## src/rtl/uart_tx_8n1.sv

```systemverilog
// UART transmitter: one start bit, 8 data bits LSB first, STOP_BITS stop bits.
// Define UART_TX_PARITY_EN to insert an even-parity bit after the data bits.
module uart_tx_8n1 #(
    parameter int CLKS_PER_BIT = 27,
    parameter int STOP_BITS    = 1
) (
    input  logic       clk_3125,
    input  logic       rst_n,
    input  logic       tx_start,
    input  logic [7:0] data,
    output logic       tx,
    output logic       busy,
    output logic       tx_done
);

    localparam logic [7:0] BAUD_LAST = 8'(CLKS_PER_BIT - 1);
    localparam logic [2:0] STOP_LAST = 3'(STOP_BITS - 1);

`ifdef UART_TX_PARITY_EN
    typedef enum logic [2:0] {IDLE, START, DATA, PARITY, STOP} state_t;
`else
    typedef enum logic [2:0] {IDLE, START, DATA, STOP} state_t;
`endif

    state_t     state_q, state_d;
    logic [7:0] baud_q, baud_d;
    logic [2:0] bit_q, bit_d;
    logic [7:0] shift_q, shift_d;
    logic       tx_q, tx_d;
    logic       busy_q, busy_d;
    logic       done_q, done_d;
    logic       bit_end;
`ifdef UART_TX_PARITY_EN
    logic       par_q, par_d;
`endif

    always_ff @(posedge clk_3125 or negedge rst_n) begin
        if (!rst_n) begin
            state_q <= IDLE;
            baud_q  <= 8'd0;
            bit_q   <= 3'd0;
            shift_q <= 8'h00;
            tx_q    <= 1'b1;
            busy_q  <= 1'b0;
            done_q  <= 1'b0;
`ifdef UART_TX_PARITY_EN
            par_q   <= 1'b0;
`endif
        end else begin
            state_q <= state_d;
            baud_q  <= baud_d;
            bit_q   <= bit_d;
            shift_q <= shift_d;
            tx_q    <= tx_d;
            busy_q  <= busy_d;
            done_q  <= done_d;
`ifdef UART_TX_PARITY_EN
            par_q   <= par_d;
`endif
        end
    end

    assign bit_end = (baud_q == BAUD_LAST);

    always_comb begin
        state_d = state_q;
        baud_d  = baud_q;
        bit_d   = bit_q;
        shift_d = shift_q;
        tx_d    = tx_q;
        busy_d  = busy_q;
        done_d  = 1'b0;
`ifdef UART_TX_PARITY_EN
        par_d   = par_q;
`endif
        if (state_q != IDLE) begin
            baud_d = bit_end ? 8'd0 : baud_q + 8'd1;
        end
        unique case (state_q)
            IDLE: begin
                tx_d   = 1'b1;
                busy_d = 1'b0;
                if (tx_start) begin
                    state_d = START;
                    shift_d = data;
                    tx_d    = 1'b0;
                    busy_d  = 1'b1;
                    baud_d  = 8'd0;
                    bit_d   = 3'd0;
`ifdef UART_TX_PARITY_EN
                    par_d   = ^data;
`endif
                end
            end
            START: begin
                if (bit_end) begin
                    state_d = DATA;
                    tx_d    = shift_q[0];
                    shift_d = {1'b0, shift_q[7:1]};
                end
            end
            DATA: begin
                if (bit_end) begin
                    if (bit_q == 3'd7) begin
                        bit_d = 3'd0;
`ifdef UART_TX_PARITY_EN
                        state_d = PARITY;
                        tx_d    = par_q;
`else
                        state_d = STOP;
                        tx_d    = 1'b1;
`endif
                    end else begin
                        bit_d   = bit_q + 3'd1;
                        tx_d    = shift_q[0];
                        shift_d = {1'b0, shift_q[7:1]};
                    end
                end
            end
`ifdef UART_TX_PARITY_EN
            PARITY: begin
                if (bit_end) begin
                    state_d = STOP;
                    tx_d    = 1'b1;
                end
            end
`endif
            STOP: begin
                // bit_q is reused here to count stop bits
                if (bit_end) begin
                    if (bit_q == STOP_LAST) begin
                        state_d = IDLE;
                        bit_d   = 3'd0;
                        tx_d    = 1'b1;
                        busy_d  = 1'b0;
                        done_d  = 1'b1;
                    end else begin
                        bit_d = bit_q + 3'd1;
                    end
                end
            end
            default: begin
                state_d = IDLE;
            end
        endcase
    end

    assign tx      = tx_q;
    assign busy    = busy_q;
    assign tx_done = done_q;

endmodule

```

## config.mk

```make
export PLATFORM = sky130hd
export DESIGN_NAME = uart_tx_8n1
export DESIGN_NICKNAME = d
export VERILOG_FILES = /design/src/rtl/uart_tx_8n1.sv
export SDC_FILE = /design/constraint.sdc
export NUM_CORES = 1
export LEC_CHECK = 0
export CORE_MARGIN = 4
export CORE_UTILIZATION = 25
export DETAILED_ROUTE_END_ITERATION = 8
export SLEW_MARGIN = 15
export SYNTH_ARGS = -nofsm -noshare
export SYNTH_HDL_FRONTEND = slang
export SYNTH_SLANG_ARGS = --single-unit
```

## constraint.sdc

```tcl
create_clock -name clk_3125 -period 2.6 [get_ports clk_3125]
set_input_delay 0.39 -clock clk_3125 [delete_from_list [all_inputs] [get_ports clk_3125]]
set_output_delay 0.39 -clock clk_3125 [all_outputs]
set_load 0.02 [all_outputs]
```

==> results.json <==
{
  "cp_cell_sequence": "inv_1, ha_1, nor2_1, nand3b_2, a221oi_4, mux2_2",
  "peakVddDrop_v": 0.000276,
  "cts_tree": "yes",
  "synth_edf_count": 0,
  "io_pins": 14,
  "post-route-drc-count": 0,
  "ys_seq_elements": 24,
  "worst-path-max-fanout": 8,
  "antenna_cells": 0,
  "cp_num_buf_inv": 1,
  "pre_cts_ws_ps": 369,
  "fill_cells": 564,
  "path_delay_family": "compound AO/OA/AOI/OAI gates",
  "netlist_instances": 130,
  "synth_top_cell_by_area": "dfrtp_1",
  "clk_pin_slew_ps": 90,
  "worstSkewPairLatency_ps": 270,
  "hold_class": "primary input to asynchronous set/reset pin",
  "worst_path_largest_cell_delay_ps": 480,
  "relSlewSlack_pct": 58.8,
  "final.setup_skew_ps": 1.93,
  "cp_data_arrival_time_ps": 2390,
  "drt-vias-per-instance": 4.39,
  "setup_viol": 0,
  "total_leakage_power_uw": 0.000700,
  "hold_buffers": 0,
  "layout_commonest_cell": "dfrtp_1",
  "maxCapViolCount": 0,
  "status": "finished clean",
  "io_buffers": 13,
  "regArea_um2": 602,
  "cts_buffers": 3,
  "drive_gt1_share_pct": 21.4,
  "ys_warn_count": 0,
  "grt_pass1_wl_um": 4640,
  "fp.dieW_um": 83.2,
  "nNetsFinal": 167,
  "rrSetupSlack_ps": 370,
  "cts.path.max_buffers": 2,
  "rows": 27,
  "power_density_nw_per_um2": 406,
  "syn_area_um2": 1420,
  "synth_ff_type": "dfrtp_1",
  "start_kind": "flip-flop",
  "crit_type": "flip-flop to flip-flop",
  "grt_pass1_vias": 930,
  "worstMarginPinSlew_ps": 617,
  "cp_slowest_cell": "a221oi_4",
  "netlist-cell-type-count": 33,
  "wl_per_cell_um": 12.1,
  "antenna_found_initial": 0,
  "synthArstFlopShare_pct": 100,
  "hold_viol_final": 0,
  "seq_area_frac_synth_pct": 42.5,
  "gr-usage-met2_pct": 11.6,
  "grt-busiest-layer": "met1",
  "placed_cell_area_um2": 1630,
  "multi_input_area_um2": 778,
  "initial_core_util_pct": 25.7,
  "htreeDepth": 1,
  "final_max_slew_viol_count": 0,
  "cts_setup_buffers": 0,
  "grt_use_met1_pct": 11.7,
  "final_cell_mix": "23 x dfrtp_1, 19 x mux2_2, 13 x clkdlybuf4s50_1, 11 x nand2_1, 10 x ha_1",
  "grtUsageMet3_pct": 2.08,
  "r2r_start": "state_q[0]$_DFFE_PN0P_",
  "ctsResizeCount": 0,
  "synth_area_per_cell_um2": 10.9,
  "die-area_um2": 6930,
  "setup_slack_ps": 374,
  "postSynthNetCount": 151,
  "period_share_pct": 85.6,
  "drtIter0Drc": 46,
  "die_y_um": 83.2,
  "grt_max_degree": 16,
  "reg2reg_depth": 6,
  "cp-end-kind": "flip-flop",
  "routabilityCongestion": 0.769,
  "stdcell_area_um2": 1690,
  "synthToLayoutAreaGrowth_pct": 19.1,
  "synthTopCellsByArea": "dfrtp_1 41%, mux2_2 15%, ha_1 8.8%, nand2_1 2.9%, a21oi_1 2.8%",
  "rsz0062_at_grt": "false",
  "overflow": 0,
  "cts_sinks": 24,
  "core_area_um2": 5510,
  "r2r-end": "shift_q[6]$_DFFE_PN0P_",
  "vias": 952,
  "ant_nets": 0,
  "holdWs_ps": 423,
  "fmax_mhz": 449,
  "dpl.hpwl_um": 1970,
  "tns_ps": 0,
  "yosysTopAreaCellShare_pct": 40.7,
  "min_period_ps": 2230,
  "root_buffer": "clkbuf_8",
  "wl_um": 2620,
  "grt_usage_pct": 8.21,
  "first_pass_iters": 4,
  "worst_ep_required_time_ps": 2760
}
==> layout make-up <==
class,instances,share of cell area (%)
multi-input cells,97,46.2
flip-flops and latches,24,35.7
repair buffers,14,8.17
well taps,72,5.35
clock buffers,4,3.27
inverters,6,1.34
==> where the power goes <==
group	leakage (uW)	total, uW	switching [uW]	internal, uW
combinational	0.000386	38.6	14.2	24.4
sequential	0.000286	383	2.90	380
clock	0.0000288	263	128	135
==> metal layers <==
layer | share of wire [%] | wire [um]
met1 | 53 | 1380
met2 | 41 | 1070
met3 | 4.4 | 116
met4 | 1.9 | 51
met5 | 0 | 0
==> worst reg2reg max path, stage by stage, from the launching register on <==
cell and delay (ps):
dfrtp_1 420, inv_1 120, ha_1 330, nor2_1 140, nand3b_2 250, a221oi_4 480
mux2_2 390
==> cell families after synthesis <==
logic type / synth area share (%)
adders and majority gates: 8.84
muxes: 17.2
AOI/OAI and AO/OA: 13.0
buffers and inverters: 2.48
xor gates and xnor gates: 1.24
DFF: 42.5
and+or+nand+nor: 14.7
==> synth_stat cells (3+ instances only) <==
master,n
nor2b_1,3
dfrtp_1,23
ha_1,10
inv_1,6
mux2_2,19
nand2_1,11
o21ai_0,6
a31oi_1,3
nor2_1,7
mux2i_1,3
a21oi_1,8
nand2b_1,5
==> state kept, by name (all words and copies together) (netlist names) <==
signal and cells:
state_q 2, tx_done 1, busy 1, bit_q 3, baud_q 8, shift_q 8, tx 1
==> worst max-delay path by stage <==
| stage | start | end | cells after the start |
|---|---|---|---|
| after floorplan | state_q[0]$_DFFE_PN0P_ | shift_q[0]$_DFFE_PN0P_ | 7 |
| after global placement | state_q[0]$_DFFE_PN0P_ | shift_q[2]$_DFFE_PN0P_ | 6 |
| after detailed placement | state_q[0]$_DFFE_PN0P_ | shift_q[5]$_DFFE_PN0P_ | 6 |
| after CTS | state_q[0]$_DFFE_PN0P_ | shift_q[1]$_DFFE_PN0P_ | 6 |
| after global routing | state_q[0]$_DFFE_PN0P_ | shift_q[4]$_DFFE_PN0P_ | 6 |
| final | state_q[0]$_DFFE_PN0P_ | shift_q[6]$_DFFE_PN0P_ | 6 |
==> through the flow <==
step           cells  total power, uW  util (%)
2_1_floorplan    130              402         -
3_3_place_gp     213              430      29.6
3_5_place_dp     213              430      29.6
4_1_cts          217              695      30.6
5_1_grt          217              714      30.6
6_report         217              684      30.6
Power figures use the tool's default switching activity.
==> edit 1: new RTL, same settings <==
Remove the register `done_q`: a continuous assignment takes its place, so the output `tx_done` follows one clock earlier.
--- a/src/rtl/uart_tx_8n1.sv
+++ b/src/rtl/uart_tx_8n1.sv
@@ -44,3 +44,2 @@
             busy_q  <= 1'b0;
-            done_q  <= 1'b0;
 `ifdef UART_TX_PARITY_EN
@@ -55,3 +54,2 @@
             busy_q  <= busy_d;
-            done_q  <= done_d;
 `ifdef UART_TX_PARITY_EN
@@ -61,2 +59,4 @@
     end
+
+    assign done_q = done_d;
 
Formal check against the unedited RTL: same outputs for any inputs over 10 cycles, from zero or initial values and one cycle with rst_n low; that may be too few to reach the edited logic, so the function may still have changed.
==> edit 1 against the unedited design <==
Setup slack got worse by 0.13 ns. Clock skew barely moved. Design area decreased by 1.0%. Wire length down 0.61%. Sequential share of layout area fell by 1.1 points. Total power fell by 6.6%. Synthesized area decreased by 1.8%. Clock power fell by 11%. Sequential power decreased by 4%. Maximum frequency down 5.7%. Worst hold slack better by 0.051 ns. Sequential cell count down 1. Critical endpoint is now tx_done. Highest routed layer unchanged.
==> edit 1: results (changes against the unedited design) <==
vias in the first global route 937 (+0.75%); fill count 532 (-5.7%); Synth top cells by count 22 x dfrtp_1, 19 x mux2_2, 11 x nand2_1; Final nets 168 (+0.60%); Clock-cell share 2.926% (-0.34 points); Pwr Density 383.2 mW/mm^2 (-5.6%); post-route cell area 0.001668 sq mm (-1.0%); drt wl/cell 12.05 microns (-0.15%); Min-Delay Path Class in2async; crit path DAT 1.97 ns (-0.42 ns); fraction of area in multi-input gates 46.81% (+0.64 points); Internal Power 497.3 uW (-7.9%); root buffer cell clkbuf_8; Ys Warns 0 (unchanged); clock buffers 3 (-1); Seq area share 34.58% (-1.1 points); Iter 0 DRT Violations 29 (-37%); GRT Util Overall 8.978% (+0.76 points); gpl congestion 0.8114 (+5.5%); critical path's top delay family simple AND/OR/NAND/NOR gates; status finished clean; Reg2Reg Setup Slack 0.37 ns; DPL Wire Length 1925 microns (-2.3%); routed vias/inst 4.472 (+1.9%); tapcells inserted 70 (-2.8%); ys flop type dfrtp_1; IO buf count 13 (unchanged); Seq/Total Area, Yosys 41.49% (-1.0 points); Flop+latch power 367 uW (-4%); clk_skew 0.002236 ns (+0.0003058 ns); Clock Latency Late Sink 0.27 ns (about the same); NonClk Buf Share 9.077% (+0.91 points); largest net degree at the start of global routing 24 (+8); first-pass GRT wire length 4609 microns (-0.73%); Synthesized Nets 150 (-0.66%); slowest CP cell dfrtp_1; FF+latch count, synth 23 (-4.2%); Max IR drop VDD 0.2517 mV (-8.9%); Comb. pwr 38.2 uW (-1%); crit path to tx_done; PostCTS Resize Cnt 1 (+1); Worst Setup SP baud_q[0]; Synth area leaders dfrtp_1 40%, mux2_2 15%, ha_1 9.0%; leak pwr 0.6957 nW (-0.60%); share of layout cells above drive strength 1 23.29% (+1.9 points); pre-CTS setup slack 0.2103 ns (-0.1589 ns); Signal buffers 16 (+2); R2R Path End shift_q[4]; Logic inverters 6 (unchanged)
edit 1: cell count changes after synthesis:
cell     delta
dfrtp_1     -1
edit 1: cell families (layout without fill, tap and decap cells):
| kind of cell | after synthesis | after routing | synth area share [%] |
|---|---|---|---|
| flops | 23 | 23 | 41.49 |
| buf+inv | 9 | 26 | 2.520 |
| fa+ha+maj | 10 | 10 | 9.001 |
| simple gates | 37 | 37 | 14.94 |
| xor+xnor | 2 | 2 | 1.260 |
| compound gates | 26 | 26 | 13.23 |
| mux | 22 | 22 | 17.55 |
edit 1: stage by stage:
step | hold WS, ns | cells
after CTS | 0.4884 | 216
after detailed placement | 0.4922 | 212
after global placement | 0.4849 | 212
after floorplan | 0.09441 | 129
final | 0.4743 | 216
after global routing | 0.5132 | 216
edit 1: routing by layer:
layer	vias to the layer above	global-route usage, %	wire length (microns)
met2	17	12.98	1091
li1	488	-	-
met5	-	0	0
met4	0	3.431	40
met1	457	12.39	1336
met3	4	2.820	134
==> edit 2: new RTL, config.mk and constraints unchanged <==
Without the edit above. Build with the macro `UART_TX_PARITY_EN` defined.
--- a/src/rtl/uart_tx_8n1.sv
+++ b/src/rtl/uart_tx_8n1.sv
@@ -2,2 +2,4 @@
 // Define UART_TX_PARITY_EN to insert an even-parity bit after the data bits.
+`define UART_TX_PARITY_EN
+
 module uart_tx_8n1 #(
Check against the original RTL: same outputs for any inputs over 10 cycles, from zero or initial values and one cycle with rst_n low; that may be too few to reach the edited logic, so the function may still have changed.
==> edit 2 against the unedited design <==
Design area grew 7.8%. Highest routed layer unchanged. Critical path type unchanged. Setup slack better by 0.039 ns. Via count rose by 21%. Total power is 4.5% higher. Sequential cell count grew 2. Global-route usage up 0.72 points. Synthesized area increased by 10%. Wire length increased by 18%. Sequential power rose by 8.1%.
==> edit 2: results (changes against the unedited design) <==
drt first pass iters 4 (unchanged); count of different cell masters after synthesis 43 (+30%); antenna cells 0 (unchanged); fill count 620 (+9.9%); GRT Util Overall 8.928% (+0.72 points); drt wl/cell 12.82 microns (+6.2%); Clock transition at path regs 0.09 ns (about the same); ys flop type dfrtp_1; initial antenna violation count 0 (unchanged); root buffer cell clkbuf_8; largest net degree at the start of global routing 27 (+11); Synthesized Nets 169 (+12%); Max IR drop VDD 0.1792 mV (-35%); first-pass GRT wire length 5526 microns (+19%); Min-Delay Path Class in2async; ys async rst share 100.0% (unchanged); routed via count 1,151 (+21%); Synth top cells by count 25 x dfrtp_1, 15 x mux2_2, 13 x nand2_1; Worst Setup SP bit_q[0]; gpl congestion 0.7145 (-7.1%); Synth area leaders dfrtp_1 40%, mux2_2 11%, xnor2_1 5.1%; Final nets 184 (+10%); PostCTS Resize Cnt 0 (unchanged); Net Sw Power 157.6 uW (+8.9%); biggest regs baud_q x8, shift_q x8; share of layout cells above drive strength 1 17.37% (-4.0 points); clk_skew 0.003554 ns (+0.001623 ns); leak pwr 0.7133 nW (+1.9%); status finished clean; IO buf count 13 (unchanged); crit path DAT 2.35 ns (-0.04 ns); Slew headroom 57.29% (-1.5 points); Iter 0 DRT Violations 34 (-26%); Seq/Total Area, Yosys 41.78% (-0.75 points); DPL Wire Length 2297 microns (+17%)
## edit 2: cell count changes after synthesis, sizes merged, moves of 3 or more
cell,delta
o21ai,+3
xnor2,+7
nand2b,-3
and2,-3
mux2,-4
ha,-5
buf,+5
## edit 2: path summary, 6_finish.rpt
kind	endpoint	slack [ns]	cells past startpoint
max	shift_q[1]	0.41	6
min in group clk_3125	shift_q[2]	0.51	1
min	baud_q[2]	0.49	2
max in group asynchronous	tx	1.81	2
min reg2reg	shift_q[2]	0.51	1
max reg2reg	shift_q[1]	0.41	6
## edit 2: critical path, stage by stage (launching register included)
cell      delay, ns
dfrtp_1        0.41
ha_1           0.21
ha_1           0.21
or3b_1         0.37
a21oi_2        0.17
a21boi_4       0.34
mux2_2         0.38
## edit 2: final cells by class
cell class / count / area, sq um / share of cell area, %
Sequential cell: 26 / 651.9 / 35.88
Multi-Input combinational cell: 114 / 847.1 / 46.63
Clock buffer: 4 / 45.04 / 2.479
Inverter: 7 / 26.28 / 1.446
Timing Repair Buffer: 16 / 152.6 / 8.402
Tap cell: 75 / 93.84 / 5.165
## edit 2: cells by family after synthesis
logic type / count (synthesis) / synth area share [%]
buf+inv: 13 / 3.930
xor+xnor: 11 / 6.175
fa+ha+maj: 5 / 4.010
compound gates: 38 / 16.52
mux: 18 / 12.75
flops: 26 / 41.78
simple gates: 42 / 14.84
## edit 2: metal layers
metal / up-vias / track usage, % / routed length (microns)
met5: - / 0 / 0
met4: 0 / 2.691 / 33
met3: 4 / 1.703 / 76
li1: 580 / - / -
met2: 12 / 14.29 / 1476
met1: 555 / 12.16 / 1515
## edit 2: power groups by stage
stage,Combinational (mW),Clock [mW],Sequential [mW]
after floorplan,0.0294,0,0.422
after global placement,0.0656,0,0.422
after CTS,0.0667,0.246,0.414
after global routing,0.0705,0.259,0.415
final,0.0643,0.237,0.414
after detailed placement,0.0663,0,0.422
## edit 2: stage by stage
step           total power, mW  hold slack (ns)  cell area, sq um  worst slack (ns)  std cells
2_1_floorplan           0.4518          0.09441              1560            0.5518        153
3_3_place_gp            0.4877           0.4861              1772            0.4500        238
3_5_place_dp            0.4885           0.4922              1772            0.4159        238
4_1_cts                 0.7267           0.5062              1817            0.4018        242
5_1_grt                 0.7447           0.5216              1817            0.3235        242
6_report                0.7150           0.4920              1817            0.4125        242
